**src/rtl/mips20_pkg.sv**
```systemverilog
// Shared types and constants for the 20-bit MIPS-style front end.
package mips20_pkg;

    localparam int XLEN = 20;

    typedef logic [XLEN-1:0] word_t;

    typedef struct packed {
        word_t instruction;
        word_t pc_plus1;
    } fetch_entry_t;

    localparam word_t DEFAULT_RESET_PC = 20'h00000;

endpackage

```
**src/rtl/fetch_fifo.sv**
```systemverilog
// Two-entry buffer of fetched instructions with push/pop/flush and occupancy count.
module fetch_fifo
    import mips20_pkg::*;
(
    input  logic         clk,
    input  logic         rst,
    input  logic         flush,
    input  logic         push,
    input  fetch_entry_t push_data,
    input  logic         pop,
    output fetch_entry_t head,
    output logic [1:0]   count
);

    fetch_entry_t mem [2];
    logic         wr_ptr;
    logic         rd_ptr;

    assign head = mem[rd_ptr];

    always_ff @(posedge clk) begin
        if (rst || flush) begin
            wr_ptr <= 1'b0;
            rd_ptr <= 1'b0;
            count  <= 2'd0;
        end else begin
            if (push) begin
                mem[wr_ptr] <= push_data;
                wr_ptr      <= ~wr_ptr;
            end
            if (pop) begin
                rd_ptr <= ~rd_ptr;
            end
            unique case ({push, pop})
                2'b10:   count <= count + 2'd1;
                2'b01:   count <= count - 2'd1;
                default: count <= count;
            endcase
        end
    end

endmodule

```
**src/rtl/pc_fetch.sv**
```systemverilog
// Instruction fetch unit: credit-limited memory requests, in-order tag queue, redirect drop.
// Build option PC_FETCH_PERF_CNT_EN enables the saturating bubble counter.
module pc_fetch
    import mips20_pkg::*;
#(
    parameter logic [XLEN-1:0] RESET_PC   = DEFAULT_RESET_PC,
    parameter int              FIFO_DEPTH = 2
) (
    input  logic            clk,
    input  logic            rst,
    input  logic            redirect_valid,
    input  logic [XLEN-1:0] redirect_pc,
    input  logic            stall,
    output logic            imem_req,
    output logic [XLEN-1:0] imem_addr,
    input  logic            imem_gnt,
    input  logic            imem_rvalid,
    input  logic [XLEN-1:0] imem_rdata,
    output logic            fetch_valid,
    output logic [XLEN-1:0] instruction,
    output logic [XLEN-1:0] result_increment_pc,
    output logic [15:0]     bubble_count
);

    word_t        pc;
    logic [1:0]   outstanding;
    logic [1:0]   drop_cnt;
    word_t        tag_q [2];
    logic         tag_wr;
    logic         tag_rd;
    logic [1:0]   fifo_count;
    logic [2:0]   occupancy;
    logic         accept;
    logic         push;
    logic         pop;
    fetch_entry_t push_data;
    fetch_entry_t head;

    // Outstanding includes responses still to be dropped, so they hold credit too.
    assign occupancy = {1'b0, outstanding} + {1'b0, fifo_count};
    assign imem_req  = !rst && !redirect_valid && (occupancy < 3'(FIFO_DEPTH));
    assign imem_addr = pc;
    assign accept    = imem_req && imem_gnt;

    assign push      = imem_rvalid && !redirect_valid && (drop_cnt == 2'd0);
    assign pop       = fetch_valid && !stall;
    assign push_data = '{instruction: imem_rdata, pc_plus1: tag_q[tag_rd]};

    assign fetch_valid         = (fifo_count != 2'd0);
    assign instruction         = head.instruction;
    assign result_increment_pc = head.pc_plus1;

    always_ff @(posedge clk) begin
        if (rst) begin
            pc <= RESET_PC;
        end else if (redirect_valid) begin
            pc <= redirect_pc;
        end else if (accept) begin
            pc <= pc + 20'd1;
        end
    end

    always_ff @(posedge clk) begin
        if (rst) begin
            outstanding <= 2'd0;
        end else begin
            unique case ({accept, imem_rvalid})
                2'b10:   outstanding <= outstanding + 2'd1;
                2'b01:   outstanding <= outstanding - 2'd1;
                default: outstanding <= outstanding;
            endcase
        end
    end

    always_ff @(posedge clk) begin
        if (rst) begin
            drop_cnt <= 2'd0;
        end else if (redirect_valid) begin
            drop_cnt <= outstanding - {1'b0, imem_rvalid};
        end else if (imem_rvalid && (drop_cnt != 2'd0)) begin
            drop_cnt <= drop_cnt - 2'd1;
        end
    end

    // Tags pop on every response, dropped or not, so they stay aligned with the memory.
    always_ff @(posedge clk) begin
        if (rst) begin
            tag_wr <= 1'b0;
            tag_rd <= 1'b0;
        end else begin
            if (accept) begin
                tag_q[tag_wr] <= pc + 20'd1;
                tag_wr        <= ~tag_wr;
            end
            if (imem_rvalid) begin
                tag_rd <= ~tag_rd;
            end
        end
    end

    fetch_fifo u_fifo (
        .clk       (clk),
        .rst       (rst),
        .flush     (redirect_valid),
        .push      (push),
        .push_data (push_data),
        .pop       (pop),
        .head      (head),
        .count     (fifo_count)
    );

`ifdef PC_FETCH_PERF_CNT_EN
    always_ff @(posedge clk) begin
        if (rst) begin
            bubble_count <= 16'd0;
        end else if (!fetch_valid && (bubble_count != 16'hFFFF)) begin
            bubble_count <= bubble_count + 16'd1;
        end
    end
`else
    assign bubble_count = 16'd0;
`endif

endmodule

```
**config.mk**
```make
export PLATFORM = sky130hd
export DESIGN_NAME = pc_fetch
export DESIGN_NICKNAME = d
export VERILOG_FILES = /design/src/rtl/mips20_pkg.sv /design/src/rtl/fetch_fifo.sv /design/src/rtl/pc_fetch.sv
export SDC_FILE = /design/constraint.sdc
export NUM_CORES = 1
export LEC_CHECK = 0
export ABC_CLOCK_PERIOD_IN_PS = 4750
export CORE_MARGIN = 4
export CORE_UTILIZATION = 47
export DETAILED_ROUTE_END_ITERATION = 7
export MAX_ROUTING_LAYER = met4
export PLACE_DENSITY = 0.76
export SLEW_MARGIN = 15
export SYNTH_ARGS = -nofsm -noshare
export SYNTH_HDL_FRONTEND = slang
export SYNTH_SLANG_ARGS = --single-unit
```
**constraint.sdc**
```tcl
create_clock -name clk -period 4.75 [get_ports clk]
set_clock_uncertainty 0.15 [all_clocks]
set_input_delay 0.95 -clock clk [delete_from_list [all_inputs] [get_ports clk]]
set_output_delay 0.95 -clock clk [all_outputs]
set_load 0.1 [all_outputs]
```
---- Word level (Yosys, flattened, before mapping) ----
Memory sizes are Yosys's and may differ from the RTL's. A register that Yosys moved wholly into a read port is not among the register bits.
Index checks and enable logic that the tools add are counted.
operators by class
  muxes and demuxes ....................... 16
  multiply operators ...................... 0
  reductions and logical operators ........ 18
  bitwise gates (word level) .............. 4
  divide/modulo/power cells ............... 0
  shift operators ......................... 0
  equality and inequality tests ........... 4
  $add $sub $neg .......................... 8
  $lt $le $gt $ge ......................... 1
operator list
  operator                                            number
  2-to-1 mux 20 bit                                   2
  adder 20 x 1 -> 20 bit, second input constant       1
  nonzero test 2 bit                                  6
  2-to-1 mux 1 bit                                    10
  case mux 2 bit (2 select lines)                     2
  logical AND 1 bit                                   7
  subtractor 2 x 1 -> 2 bit, second input constant    3
  adder 2 x 1 -> 2 bit, second input constant         2
  == test 2 x 1 -> 1 bit, second input constant       2
  == test 2 bit, second input constant                2
  2-to-1 mux 2 bit                                    2
  NOT 1 bit                                           4
  adder 2 x 2 -> 3 bit                                1
  logical NOT 1 bit                                   3
  < comparator 3 x 2 -> 1 bit, second input constant  1
  logical NOT 2 bit                                   1
  subtractor 2 x 1 -> 2 bit                           1
  logical OR 1 bit                                    1
storage, ports and cells
  bits in read-only memories .............. 0
  word-level logic and storage cells ...... 61
  bits in registers ....................... 30
  bits in writable memories ............... 120
  memories kept ........................... 2
  bits in latches ......................... 0
memories
  name        depth  bits a word  read ports  clocked after memory_dff  write ports  RTL line          text
  u_fifo.mem  2      40           1           1                         1            fetch_fifo.sv:15  fetch_entry_t mem [2];
  tag_q       2      20           1           1                         1            pc_fetch.sv:28    word_t tag_q [2];

---- Longest topological paths before layout ----
  word-level depth ........................ 7
  gate-level depth with buffers ........... 11
  gate-level depth less buffers ........... 9

---- Modules after synthesis ----
Synthesis repeated with hierarchy kept, for this count alone.
unflattened totals
  cell total of the unflattened synthesis .. 457
  area, all modules ....................... 6,462.4 µm²
by module, submodules not included
  module      sequential area each (µm²)  area each (µm²)  times used  cells an instance
  pc_fetch    1,741.7                     3,383.2          1           312
  fetch_fifo  2,502.4                     3,079.2          1           145

---- Worst setup path after synthesis ----
Ideal clock, no wire load.
  kind .................................... in2reg
  start point ............................. input redirect_valid
  end point ............................... memory u_fifo.mem[1][0] in the netlist's numbering (enable)
  setup time .............................. 0.495 ns
  cell stages on the path ................. 4
  buffers on the path ..................... 1
  path slack .............................. -0.272 ns
  data arrival time ....................... 4.376 ns
  path through ............................ clkbuf_1 > inv_1 > nand3_1 > nor3b_1
between the ends
  word-level cells in the longest chain between the ends .. 6
  elaborated cells between the ends (all ways) .. 7
  those cells by class .................... mux (3); reduce/logical (4)
ends and longest elaborated chain
  item                                      RTL line          text
  start: declaration                        pc_fetch.sv:11    input logic redirect_valid,
  logical NOT 1 bit                         pc_fetch.sv:45    assign push = imem_rvalid && !redirect_valid && (drop_cnt == 2'd0);
  logical AND 1 bit (2 in a row)            pc_fetch.sv:45
  2-to-1 mux 1 bit                          fetch_fifo.sv:27  if (push) begin
  2-to-1 mux 1 bit *                        fetch_fifo.sv:22  if (rst || flush) begin
  2-to-1 mux 1 bit (not written as such) *  fetch_fifo.sv:28  mem[wr_ptr] <= push_data;
  end: declaration                          fetch_fifo.sv:15
Mark *: on every way between the ends. The rest lies on a longest branch, timed or not.

==> impl_metrics.ini <==
[outcome]
status = finished, final reports clean

[floorplanning]
num_rows = 42
ios = 124
die-width_um = 125
die_area_mm2 = 0.0157
chipHeight_um = 125
start_util_pct = 48.5
core-area_mm2 = 0.0133

[synth]
syn-instance-count = 456
synthTopCellsByArea = edfxtp_1 56%, mux2_2 10%, dfxtp_1 9.9%
synth_top_area_cell = edfxtp_1
synth_cell_types = 52
yosysWarnings = 0
synth_top_area_share_pct = 55.6
avgSynthCellArea_um2 = 14.2
ys_ff_latch = 152
synthArstFlopShare_pct = 0
syn-cell-area_mm2 = 0.00648
ys_top_cells_by_count = 120 x edfxtp_1, 60 x mux2_2, 32 x dfxtp_1
synth-edff-count = 120
seq_area_frac_synth_pct = 65.5
synth.most_common_cell = edfxtp_1
ys.flop_type = edfxtp_1

[critical_path]
crit_type = register to output pin
path_buf_inv = 1
crit_required_ns = 3.65
worst-path-stages = 2
reg2reg_slack_ns = 1.59
crit_fanout = 36
arrival_ns = 2.81
max_stage_delay_ns = 1.15
timing.rr.end = tag_q[1][12]
start_kind = register
reg2regPathDepth = 5
reg2reg_from = outstanding[0]
slowest_stage = clkdlybuf4s50_1
crit_family = buffers and inverters
crit_chain = mux2_2 > clkdlybuf4s50_1
cp-end-kind = output pin

[final_layout]
area_growth_pct = 27.8
antennaDiodeCount = 0
layout-drive-gt1-share_pct = 20.5
finalNetCount = 615

[place]
hpwlAfterDp_mm = 8.69
gp_congestion = 0.866
place_ws_ns = 1.13
numPortBuffers = 107

[min_path]
hp-class = register to register
hold_depth = 2
hp-start = tag_rd

[route]
first_pass_iters = 5
via_count = 4104
wl_mm = 13.1
vias_per_cell = 5.46
wire_per_inst_um = 17.4
drc = 0
postRouteAntennaNets = 0
first_iter_violations = 352

[clocking]
cts_resized = 0
clockBufferDepth = 2
cts_max_level = 4
cts_setup_buffers = 0
clk-insertion-delay-late_ns = 0.42
clkTransAtPathRegs_ns = 0.06
postCtsHoldBufs = 0
cts-root-buf = clkbuf_16
tritoncts = built
cts_buffers = 17
clock-sinks = 152

[power_and_ir_drop]
ir_drop_mv = 0.313
swShare_pct = 25.9
comb_power_share_pct = 13.9
clkPwrFrac_pct = 41.2
p_leak_uw = 0.00286
switchingPower_uw = 879
seq_power_share_pct = 44.9
p_int_uw = 2510
power.density_mw_per_mm2 = 410

[sta]
worst_slew_pin_slew_ns = 1.14
fin_crit_sh_pct = 82.2
maxSlewHeadroom_pct = 24.2
fin_crit_ns = 3.91
worst_slack_ns = 0.843
slew_violations = 0
grt_setup_unrepaired = false
max_freq_ghz = 0.256
finalHoldViolCount = 0
setup_violations = 0
final.setup.tns_ns = 0

[global_route]
grt_pass1_vias = 4112
grt_overflow = 0
track_usage_pct = 17.6
grt_pass1_wl_mm = 21.2
antenna_found_initial = 0
grt_max_degree = 41

[flow_run]
maxCapViolations = 0
==> flip-flops by register name, indices dropped and copies added (netlist names), named ones only <==
register,cells
u_fifo.mem,80
tag_q,40
imem_addr,20
drop_cnt,2
outstanding,2
u_fifo.count,2
tag_rd,1
tag_wr,1
u_fifo.rd_ptr,1
u_fifo.wr_ptr,1
==> worst max-delay path by stage <==
stage,to,slack (ns)
after global placement,tag_q[1][16],1.18
after CTS,result_increment_pc[1],0.75
after global routing,result_increment_pc[1],0.69
after floorplan,tag_q[1][0],1.12
final,result_increment_pc[1],0.84
after detailed placement,tag_q[1][12],1.13
==> power groups by stage <==
| stage | clock (uW) | combinational (uW) | sequential [uW] |
|---|---|---|---|
| 2_1_floorplan | 0 | 294 | 1610 |
| 5_1_grt | 1480 | 494 | 1530 |
| 3_5_place_dp | 0 | 470 | 1550 |
| 3_3_place_gp | 0 | 465 | 1550 |
| 4_1_cts | 1420 | 473 | 1520 |
| 6_report | 1400 | 472 | 1520 |
==> per-stage QoR <==
stage                     hold slack, ns  utilization (%)  power (uW)  cells  instance area [um^2]
after detailed placement           0.358             57.4        2020    720                  7660
after global routing               0.423             62.0        3510    752                  8280
after global placement             0.349             57.4        2010    720                  7660
after floorplan                    0.330                -        1910    471                  6550
after CTS                          0.374             62.0        3420    752                  8280
final                              0.368             62.0        3390    752                  8280
==> metal layers <==
| layer | vias to the layer above | GRT usage [%] | share of wire, % |
|---|---|---|---|
| met4 | 0 | 5.93 | 1.5 |
| met3 | 21 | 5.03 | 6.3 |
| li1 | 1910 | - | - |
| met5 | - | - | 0 |
| met1 | 1996 | 22.5 | 44 |
| met2 | 177 | 27.3 | 48 |
==> placed cells by master (no fill, tap or decap), types with 16 or more instances in the layout <==
cell type and count:
clkbuf_16 17, dfxtp_1 31, conb_1 16, mux2_2 60, xnor2_1 16, nor2_1 18, clkdlybuf4s50_1 97, edfxtp_1 120
==> final cells by class <==
| type | instances | area (um^2) |
|---|---|---|
| Fill cell | 1023 | 5070 |
| Timing Repair Buffer | 113 | 1120 |
| Inverter | 11 | 41.3 |
| Sequential cell | 152 | 4250 |
| Clock buffer | 20 | 447 |
| Clock inverter | 12 | 174 |
| Multi-Input combinational cell | 268 | 2040 |
| Tap cell | 176 | 220 |
==> worst reg2reg max path: stages, from the launching register on <==
cell	delay, ns
dfxtp_1	0.40
and2_1	0.17
fa_1	0.42
or4_4	0.60
inv_1	0.23
and3_1	0.80
==> logic make-up (layout without fill, tap and decap cells) <==
group                    count (synthesis)  count (layout)  synth area share (%)
flip-flops                             152             152                  65.5
AND/OR/NAND/NOR                         98              98                  8.38
XOR/XNOR                                27              27                  3.65
multiplexers                            60              60                  10.4
other                                    1              16                0.0579
buffers and inverters                   51             156                  4.27
adder cells (fa/ha/maj)                  6               6                  1.27
AO/OA/AOI/OAI                           61              61                  6.43
(Power assumes the default switching activity.)
